$ cat config.mk
export PLATFORM = sky130hd
export DESIGN_NAME = wishbone_req_router
export DESIGN_NICKNAME = d
export VERILOG_FILES = /design/src/rtl/wb_router_pkg.sv /design/src/rtl/wb_addr_decode.sv /design/src/rtl/wishbone_req_router.sv
export SDC_FILE = /design/constraint.sdc
export NUM_CORES = 1
export LEC_CHECK = 0
export ABC_AREA = 1
export CAP_MARGIN = 20
export CORE_MARGIN = 2
export CORE_UTILIZATION = 30
export CTS_CLUSTER_DIAMETER = 40
export DETAILED_ROUTE_END_ITERATION = 7
export HOLD_SLACK_MARGIN = 0.06
export PLACE_DENSITY = 0.65
export SETUP_SLACK_MARGIN = 0.4
export SLEW_MARGIN = 15
export SYNTH_ARGS = -nofsm -noshare
export SYNTH_HDL_FRONTEND = slang
export SYNTH_SLANG_ARGS = --single-unit
$ cat constraint.sdc
create_clock -name wb_clk_i -period 1.6 [get_ports wb_clk_i]
set_input_delay 0.32 -clock wb_clk_i [delete_from_list [all_inputs] [get_ports wb_clk_i]]
set_output_delay 0.32 -clock wb_clk_i [all_outputs]
set_load 0.02 [all_outputs]
$ cat src/rtl/wb_router_pkg.sv
// Shared types and constants for the Wishbone request router and its address decoder.
// The optional timeout feature is enabled with `define WB_ROUTER_TIMEOUT_EN.
package wb_router_pkg;

    typedef enum logic [1:0] {
        ST_IDLE = 2'd0,
        ST_FWD  = 2'd1,
        ST_RESP = 2'd2
    } state_e;

    localparam logic [31:0] DEF_DEC_BASE = 32'h3000_0000;
    localparam logic [31:0] DEF_DEC_LAST = 32'h3000_0019;
    localparam logic [31:0] DEF_RAM_BASE = 32'h3000_0100;
    localparam logic [31:0] DEF_RAM_LAST = 32'h3000_0119;

    // Read data returned for unmapped addresses and for timed-out targets.
    localparam logic [31:0] MISS_DATA    = 32'hBADA_DD00;
    localparam logic [31:0] TIMEOUT_DATA = 32'hDEAD_0000;

endpackage

$ cat src/rtl/wb_addr_decode.sv
// Inclusive range decode of a Wishbone address into one-hot {hit_dec, hit_ram, miss}.
// The decoder range wins where the two ranges overlap.
module wb_addr_decode
    import wb_router_pkg::*;
#(
    parameter logic [31:0] DEC_BASE = DEF_DEC_BASE,
    parameter logic [31:0] DEC_LAST = DEF_DEC_LAST,
    parameter logic [31:0] RAM_BASE = DEF_RAM_BASE,
    parameter logic [31:0] RAM_LAST = DEF_RAM_LAST
) (
    input  logic [31:0] adr_i,
    output logic        hit_dec_o,
    output logic        hit_ram_o,
    output logic        miss_o
);

    logic in_dec;
    logic in_ram;

    assign in_dec    = (adr_i >= DEC_BASE) && (adr_i <= DEC_LAST);
    assign in_ram    = (adr_i >= RAM_BASE) && (adr_i <= RAM_LAST);
    assign hit_dec_o = in_dec;
    assign hit_ram_o = in_ram && !in_dec;
    assign miss_o    = !in_dec && !in_ram;

endmodule

$ cat src/rtl/wishbone_req_router.sv
// Routes single Wishbone classic cycles to the decoder or RAM target and registers the response.
// `define WB_ROUTER_TIMEOUT_EN adds a forced completion after TIMEOUT_CYCLES target-wait cycles.
module wishbone_req_router
    import wb_router_pkg::*;
#(
    parameter logic [31:0] DEC_BASE = DEF_DEC_BASE,
    parameter logic [31:0] DEC_LAST = DEF_DEC_LAST,
    parameter logic [31:0] RAM_BASE = DEF_RAM_BASE,
    parameter logic [31:0] RAM_LAST = DEF_RAM_LAST,
    parameter int          TIMEOUT_CYCLES = 255
) (
    input  logic        wb_clk_i,
    input  logic        wb_rst_i,
    input  logic        wbs_cyc_i,
    input  logic        wbs_stb_i,
    input  logic        wbs_we_i,
    input  logic [3:0]  wbs_sel_i,
    input  logic [31:0] wbs_adr_i,
    input  logic [31:0] wbs_dat_i,
    output logic        wbs_ack_o,
    output logic [31:0] wbs_dat_o,
    output logic        tgt_we_o,
    output logic [3:0]  tgt_sel_o,
    output logic [31:0] tgt_adr_o,
    output logic [31:0] tgt_dat_o,
    output logic        dec_cyc_o,
    output logic        dec_stb_o,
    input  logic        dec_ack_i,
    input  logic [31:0] dec_dat_i,
    output logic        ram_cyc_o,
    output logic        ram_stb_o,
    input  logic        ram_ack_i,
    input  logic [31:0] ram_dat_i
);

    logic hit_dec, hit_ram, miss;

    wb_addr_decode #(
        .DEC_BASE (DEC_BASE),
        .DEC_LAST (DEC_LAST),
        .RAM_BASE (RAM_BASE),
        .RAM_LAST (RAM_LAST)
    ) u_decode (
        .adr_i     (wbs_adr_i),
        .hit_dec_o (hit_dec),
        .hit_ram_o (hit_ram),
        .miss_o    (miss)
    );

    state_e      state_q;
    logic        ack_q;
    logic [31:0] rdat_q;
    logic        we_q;
    logic [3:0]  sel_q;
    logic [31:0] adr_q;
    logic [31:0] wdat_q;
    logic        dec_cyc_q;
    logic        ram_cyc_q;

`ifdef WB_ROUTER_TIMEOUT_EN
    localparam int CNT_W = (TIMEOUT_CYCLES > 255) ? $clog2(TIMEOUT_CYCLES + 1) : 8;
    logic [CNT_W-1:0] cnt_q;
`endif

    // Only one target is ever active in FWD, so its cyc bit selects the response path.
    logic        tgt_ack;
    logic [31:0] tgt_rdat;
    assign tgt_ack  = dec_cyc_q ? dec_ack_i : ram_ack_i;
    assign tgt_rdat = dec_cyc_q ? dec_dat_i : ram_dat_i;

    always_ff @(posedge wb_clk_i) begin
        if (wb_rst_i) begin
            state_q   <= ST_IDLE;
            ack_q     <= 1'b0;
            rdat_q    <= '0;
            we_q      <= 1'b0;
            sel_q     <= '0;
            adr_q     <= '0;
            wdat_q    <= '0;
            dec_cyc_q <= 1'b0;
            ram_cyc_q <= 1'b0;
`ifdef WB_ROUTER_TIMEOUT_EN
            cnt_q     <= '0;
`endif
        end else begin
            case (state_q)
                ST_IDLE: begin
                    ack_q <= 1'b0;
                    if (wbs_cyc_i && wbs_stb_i && !ack_q) begin
                        we_q   <= wbs_we_i;
                        sel_q  <= wbs_sel_i;
                        adr_q  <= wbs_adr_i;
                        wdat_q <= wbs_dat_i;
`ifdef WB_ROUTER_TIMEOUT_EN
                        cnt_q  <= '0;
`endif
                        if (hit_dec) begin
                            dec_cyc_q <= 1'b1;
                            state_q   <= ST_FWD;
                        end else if (hit_ram) begin
                            ram_cyc_q <= 1'b1;
                            state_q   <= ST_FWD;
                        end else if (miss) begin
                            rdat_q  <= MISS_DATA;
                            ack_q   <= 1'b1;
                            state_q <= ST_RESP;
                        end
                    end
                end
                ST_FWD: begin
                    // A master abort takes precedence: no ack is owed once cyc drops.
                    if (!wbs_cyc_i) begin
                        dec_cyc_q <= 1'b0;
                        ram_cyc_q <= 1'b0;
                        state_q   <= ST_IDLE;
                    end else if (tgt_ack) begin
                        dec_cyc_q <= 1'b0;
                        ram_cyc_q <= 1'b0;
                        rdat_q    <= tgt_rdat;
                        ack_q     <= 1'b1;
                        state_q   <= ST_RESP;
                    end
`ifdef WB_ROUTER_TIMEOUT_EN
                    else if (cnt_q == CNT_W'(TIMEOUT_CYCLES - 1)) begin
                        dec_cyc_q <= 1'b0;
                        ram_cyc_q <= 1'b0;
                        rdat_q    <= TIMEOUT_DATA;
                        ack_q     <= 1'b1;
                        state_q   <= ST_RESP;
                    end else begin
                        cnt_q <= cnt_q + 1'b1;
                    end
`endif
                end
                ST_RESP: begin
                    ack_q   <= 1'b0;
                    state_q <= ST_IDLE;
                end
                default: state_q <= ST_IDLE;
            endcase
        end
    end

    assign wbs_ack_o = ack_q;
    assign wbs_dat_o = rdat_q;
    assign tgt_we_o  = we_q;
    assign tgt_sel_o = sel_q;
    assign tgt_adr_o = adr_q;
    assign tgt_dat_o = wdat_q;
    assign dec_cyc_o = dec_cyc_q;
    assign dec_stb_o = dec_cyc_q;
    assign ram_cyc_o = ram_cyc_q;
    assign ram_stb_o = ram_cyc_q;

endmodule

* Word-level counts from Yosys, hierarchy flattened *
Cells that the tools add are included.

cells by class
  eq/ne operators = 12
  order comparisons = 4
  reductions and logical operators = 18
  mux-type cells = 32

operators with widths
  cell                  count
  $mux 32               7
  $ge 32x30->1 const B  2
  $le 32x30->1 const B  2
  $pmux 32 s2           1
  $mux 1                14
  $ne 2x2->1 const B    7
  $mux 2                6
  $reduce_and 7->1      1
  $logic_and 1x1->1     6
  $reduce_and 3->1      2
  $reduce_and 5->1      1
  $ne 4x3->1 const B    1
  $pmux 1 s2            2
  $pmux 2 s2            1
  $reduce_and 4->1      1
  $logic_not 1->1       3
  $ne 3x3->1 const B    1
  $pmux 1 s3            1
  $reduce_bool 3->1     1
  $eq 2x1->1 const B    1
  $eq 2x2->1 const B    1
  $logic_not 2->1       1
  $ne 2x1->1 const B    1
  $reduce_and 2->1      1
  $reduce_bool 2->1     1

storage, ports and cells
  logic and storage cells = 75
  register bits after elaboration = 106
  output and inout bits = 106

* Logic depth before layout (Yosys ltp) *
  word-level depth = 9
  mapped depth = 14
  depth with buffers taken out = 13

* Cells and area by module *
From an unflattened synthesis, not the netlist that was laid out.

second synthesis, totals
  cells, all modules = 755
  area total of the unflattened synthesis = 4981.0 µm²

by module, submodules not included
  module               sequential area each (µm²)  instances  cells an instance  area each (µm²)
  wishbone_req_router  2122.0                      1          669                4621.9
  wb_addr_decode       0.0                         1          86                 359.1

* Worst setup path before layout *
Ideal clock, no wire load.

  kind = register to register
  start = reg dec_cyc_q, in the netlist dec_cyc_o
  end = reg rdat_q[20], in the netlist wbs_dat_o[20]
  stages on the path, launching flop included = 10
  clock period less this slack = 1657 ps
  path buffers = 2
  setup time = 113 ps
  path slack = -57 ps
  arrival time = 1543 ps
  data required time = 1487 ps
  cells stage by stage = dfxtp_1 buf_2 nand2_1 nand2_1 a21oi_1 nor2_2 buf_2 nand3_2 nand2_1 nor2_2

on the way
  word-level cells in the longest chain between the ends = 4
  elaborated cells on any way between the ends = 7
  those cells by class = eq/ne (1); mux (5); reduce/logical (1)

RTL lines
  element                 line                        text
  start, declared         wishbone_req_router.sv:57   logic dec_cyc_q;
  start signal, assigned  wishbone_req_router.sv:80   dec_cyc_q <= 1'b0;
  start signal, assigned  wishbone_req_router.sv:98   dec_cyc_q <= 1'b1;
  start signal, assigned  wishbone_req_router.sv:113  dec_cyc_q <= 1'b0;
  $mux 32                 wishbone_req_router.sv:69   assign tgt_rdat = dec_cyc_q ? dec_dat_i : ram_dat_i;
  $mux 32                 wishbone_req_router.sv:116  end else if (tgt_ack) begin
  $mux 32                 wishbone_req_router.sv:112  if (!wbs_cyc_i) begin
  $pmux 32 s2             wishbone_req_router.sv:86   case (state_q)
  end signal, assigned    wishbone_req_router.sv:119  rdat_q <= tgt_rdat;
  end, declared           wishbone_req_router.sv:52   logic [31:0] rdat_q;

Several ways; a longest one is shown, not always the timed one. The select of a mux whose other input is x is not followed.
A chain may end at the register's enable or synchronous reset.

* Final worst setup path *
  start = reg state_q[1]
  end = reg rdat_q[14], in the netlist wbs_dat_o[14]

on the way
  word-level cells in the longest chain between the ends = 3
  elaborated cells on any way between the ends = 11
  those cells by class = eq/ne (7); mux (1); reduce/logical (3)

RTL lines
  element                                                           line                        text
  start, declared                                                   wishbone_req_router.sv:50   state_e state_q;
  start signal, assigned                                            wishbone_req_router.sv:73   state_q <= ST_IDLE;
  start signal, assigned                                            wishbone_req_router.sv:99   state_q <= ST_FWD;
  start signal, assigned                                            wishbone_req_router.sv:102  state_q <= ST_FWD;
  $eq 2x1->1 or $logic_not 2->1 (tied branches)                     wishbone_req_router.sv:86
  $ne 2x2->1 (no source line) or $reduce_bool 2->1 (tied branches)  --
  $reduce_and 7->1 (no source line)                                 --

Several ways; a longest one is shown, not always the timed one.

==> metrics.txt <==
status finished, final reports clean; via count 5,877; die area around 17,000 um^2; share of the synthesized area in the top cell type 43.7%; Psw 3050 uW; clk root buf clkbuf_16; Routed Antenna Nets 0; asr flop ratio synth 0%; Comb power frac between 40% and 50%; Setup CP Type flop to flop; Fillers approximately 1,400; Tot GR Track Use a little over a fifth; switching share of power between 30% and 40%; crit start category flop; gr ovfl total 0; area growth from synthesis to layout 108%; first-pass GRT wire length approximately 30 mm; commonest cells in the netlist nor2_1, dfxtp_1, nand2_1, o21ai_0, a21oi_1; number of detailed-route iterations in the first pass 4; Hold WC Path Type input pin to flop; Lkg Pwr 0.00432 uW; Synth area leader dfxtp_1; most common cell in the netlist nor2_1; P_int 6240 uW; adder-cell area share of the yosys netlist 0.773%; Synth Cell Area 4860 um^2; CTS tree done; post-layout util between 60% and 70%; Synth Area in XOR/XNOR 0%; Post-synth EDFFs 0; largest net degree at the start of global routing 55; final worst path period share ~99%; combinational family with the most area after synthesis simple AND/OR/NAND/NOR gates; clock share of power 25.3%; final wirelength between 20 and 25 mm; GP Congestion roughly 0.83; standard-cell rows 46; DRC Markers 0; Max Cap Viol 0; Synth Flop Type dfxtp_1; mux cell area share after synthesis 0%; measured slew at the worst slew-check pin between 300 and 400 ps; share of layout cells above drive strength 1 between 50% and 60%; IO Count between 200 and 250; WP data arrival ~1800 ps; FF/Latch Area about 2200 um^2; CP endpoint kind flop; Synth warnings 0; Max Root-Sink Buffers 2; core area approximately 16,000 um^2; initial antenna violation count 0; clock-pin slew on the worst setup and hold paths ~80 ps; RSZ-0062 raised after global routing yes; initial core utilization roughly 31%; Seq/Total Area, Yosys a little over two fifths; worst skew pair latency between 300 and 400 ps; Setup Skew between 7 and 8 ps; final setup vio count 0; Worst VDD drop slightly below 0.0006 V; FF+latch count, synth between 100 and 150; per-cell routed wire length 16.1 um; vias in the first global route between 5,000 and 6,000; Final Hold Viols 0; Critical Path RT ~1900 ps; Max-slew headroom 76.8%; H-tree levels 3; fin. max-slew vios 0; Tot Pwr 9290 uW; count of different cell masters after synthesis 24; Final min period 1590 ps; height of the die 131 um; Final HPWL DP 12.1 mm; post-synthesis cell count 694; syn_nets about 840; post-synthesis compound-gate area fraction 16.1%; Iter 0 DRT Violations 187; Power per Cell Area slightly above 900 nW/um^2; CTS buffer count 9; # diodes 0; area of the multi-input gates 3190 um^2; Reg power frac about 34%; IO buf count roughly 240; Max Clock Freq about 0.63 GHz; Post-CTS Hold Buffers 0; simple-gate share of the synthesized area a little under a third; Max FO, Critical Path 6; Via density roughly 4.7; Clock Sinks approximately 110; mean post-synth cell area around 7 um^2; # nets final between 1,000 and 1,500; DIE WIDTH between 100 and 150 um; top cells by area, synth dfxtp_1, nor2_1, o21ai_0
[critical path, cell delays in order, from the launching register on]
cell and delay (ps):
dfxtp_2 340, inv_4 70, ha_4 160, inv_6 40
buf_6 110, nor2_4 100, inv_2 70, nand2_8 100
buf_12 150, buf_12 120, nand3_2 60, nand2_1 100
nor2_1 50
[layout make-up]
type                       instances  share of cell area (%)
timing repair buffer             366                    39.0
inverter                          30                    1.40
timing repair inverter             1                   0.161
tap                              216                    2.68
sequential                       106                    22.1
multi-input combinational        508                    31.6
clock buffer                      10                    2.37
clock inverter                     6                   0.707
[registers in the layout, indices dropped and copies added (netlist names)]
signal     count
dec_cyc_o      1
ram_cyc_o      1
state_q        2
tgt_adr_o     32
tgt_dat_o     32
tgt_sel_o      4
tgt_we_o       1
wbs_ack_o      1
wbs_dat_o     32
[layer usage]
layer	GRT usage (%)	part of all wire, %
met1	25.5	41
met2	37.7	48
met3	7.95	8.8
met4	7.19	2.1
met5	0	0
[path summary, 6_finish.rpt]
path              slack [ps]  cells past startpoint             to          start
setup / recovery          10                     12  wbs_dat_o[14]     state_q[1]
hold / removal           160                      3  tgt_adr_o[26]  wbs_adr_i[26]
setup reg to reg          10                     12  wbs_dat_o[14]     state_q[1]
hold reg to reg          470                      2  wbs_dat_o[20]  wbs_dat_o[20]
[metrics by stage]
step	setup slack (ps)	instance area (um^2)	hold WS, ps	setup TNS (ps)	instances
3_5_place_dp	-666	7960	470	-38390	1153
6_report	14.0	10100	162	0	1243
2_1_floorplan	49.7	5120	382	0	694
5_1_grt	-106	10100	180	-2370	1243
3_3_place_gp	-656	7960	461	-38130	1153
4_1_cts	54.0	9140	175	0	1223
[power groups by stage]
| stage | logic, uW | registers [uW] | clock network (uW) |
|---|---|---|---|
| CTS | 3320 | 3120 | 2400 |
| finish | 3750 | 3190 | 2350 |
| floorplan | 1030 | 3500 | 0 |
| global placement | 2600 | 3150 | 0 |
| detailed placement | 2610 | 3160 | 0 |
| global route | 3980 | 3230 | 2500 |
[kinds of logic (layout without fill, tap and decap cells)]
family / after synthesis / after routing
buf+inv: 80 / 413
flops: 106 / 106
fa+ha+maj: 3 / 3
simple gates: 351 / 351
compound gates: 154 / 154
[layout by cell type (no fill, tap or decap), types with 21 or more instances in the layout]
cell type        netlist  routed
clkdlybuf4s50_1        0     105
nand2_2                5      23
buf_6                  6      38
buf_4                  4     143
o21ai_0               89      47
dfxtp_1              106      31
nor2_4                 2      45
nand3_2               20      28
nor2_1               199     138
o21ai_2                0      30
a21oi_2                2      38
dfxtp_2                0      70
a21oi_1               61      22
nand2_1               97      78
buf_12                 0      21
nor2_2                 4      22
[what timing repair did]
| item | 4_1_cts | 5_1_grt |
|---|---|---|
| buffers inserted | 33 | 14 |
| cloned | 21 | 6 |
| gates resized for setup | 742 | 287 |
| pin swaps | 56 | 79 |
| setup endpoints to repair | 212 | 180 |
Power figures use the tool's default switching activity.
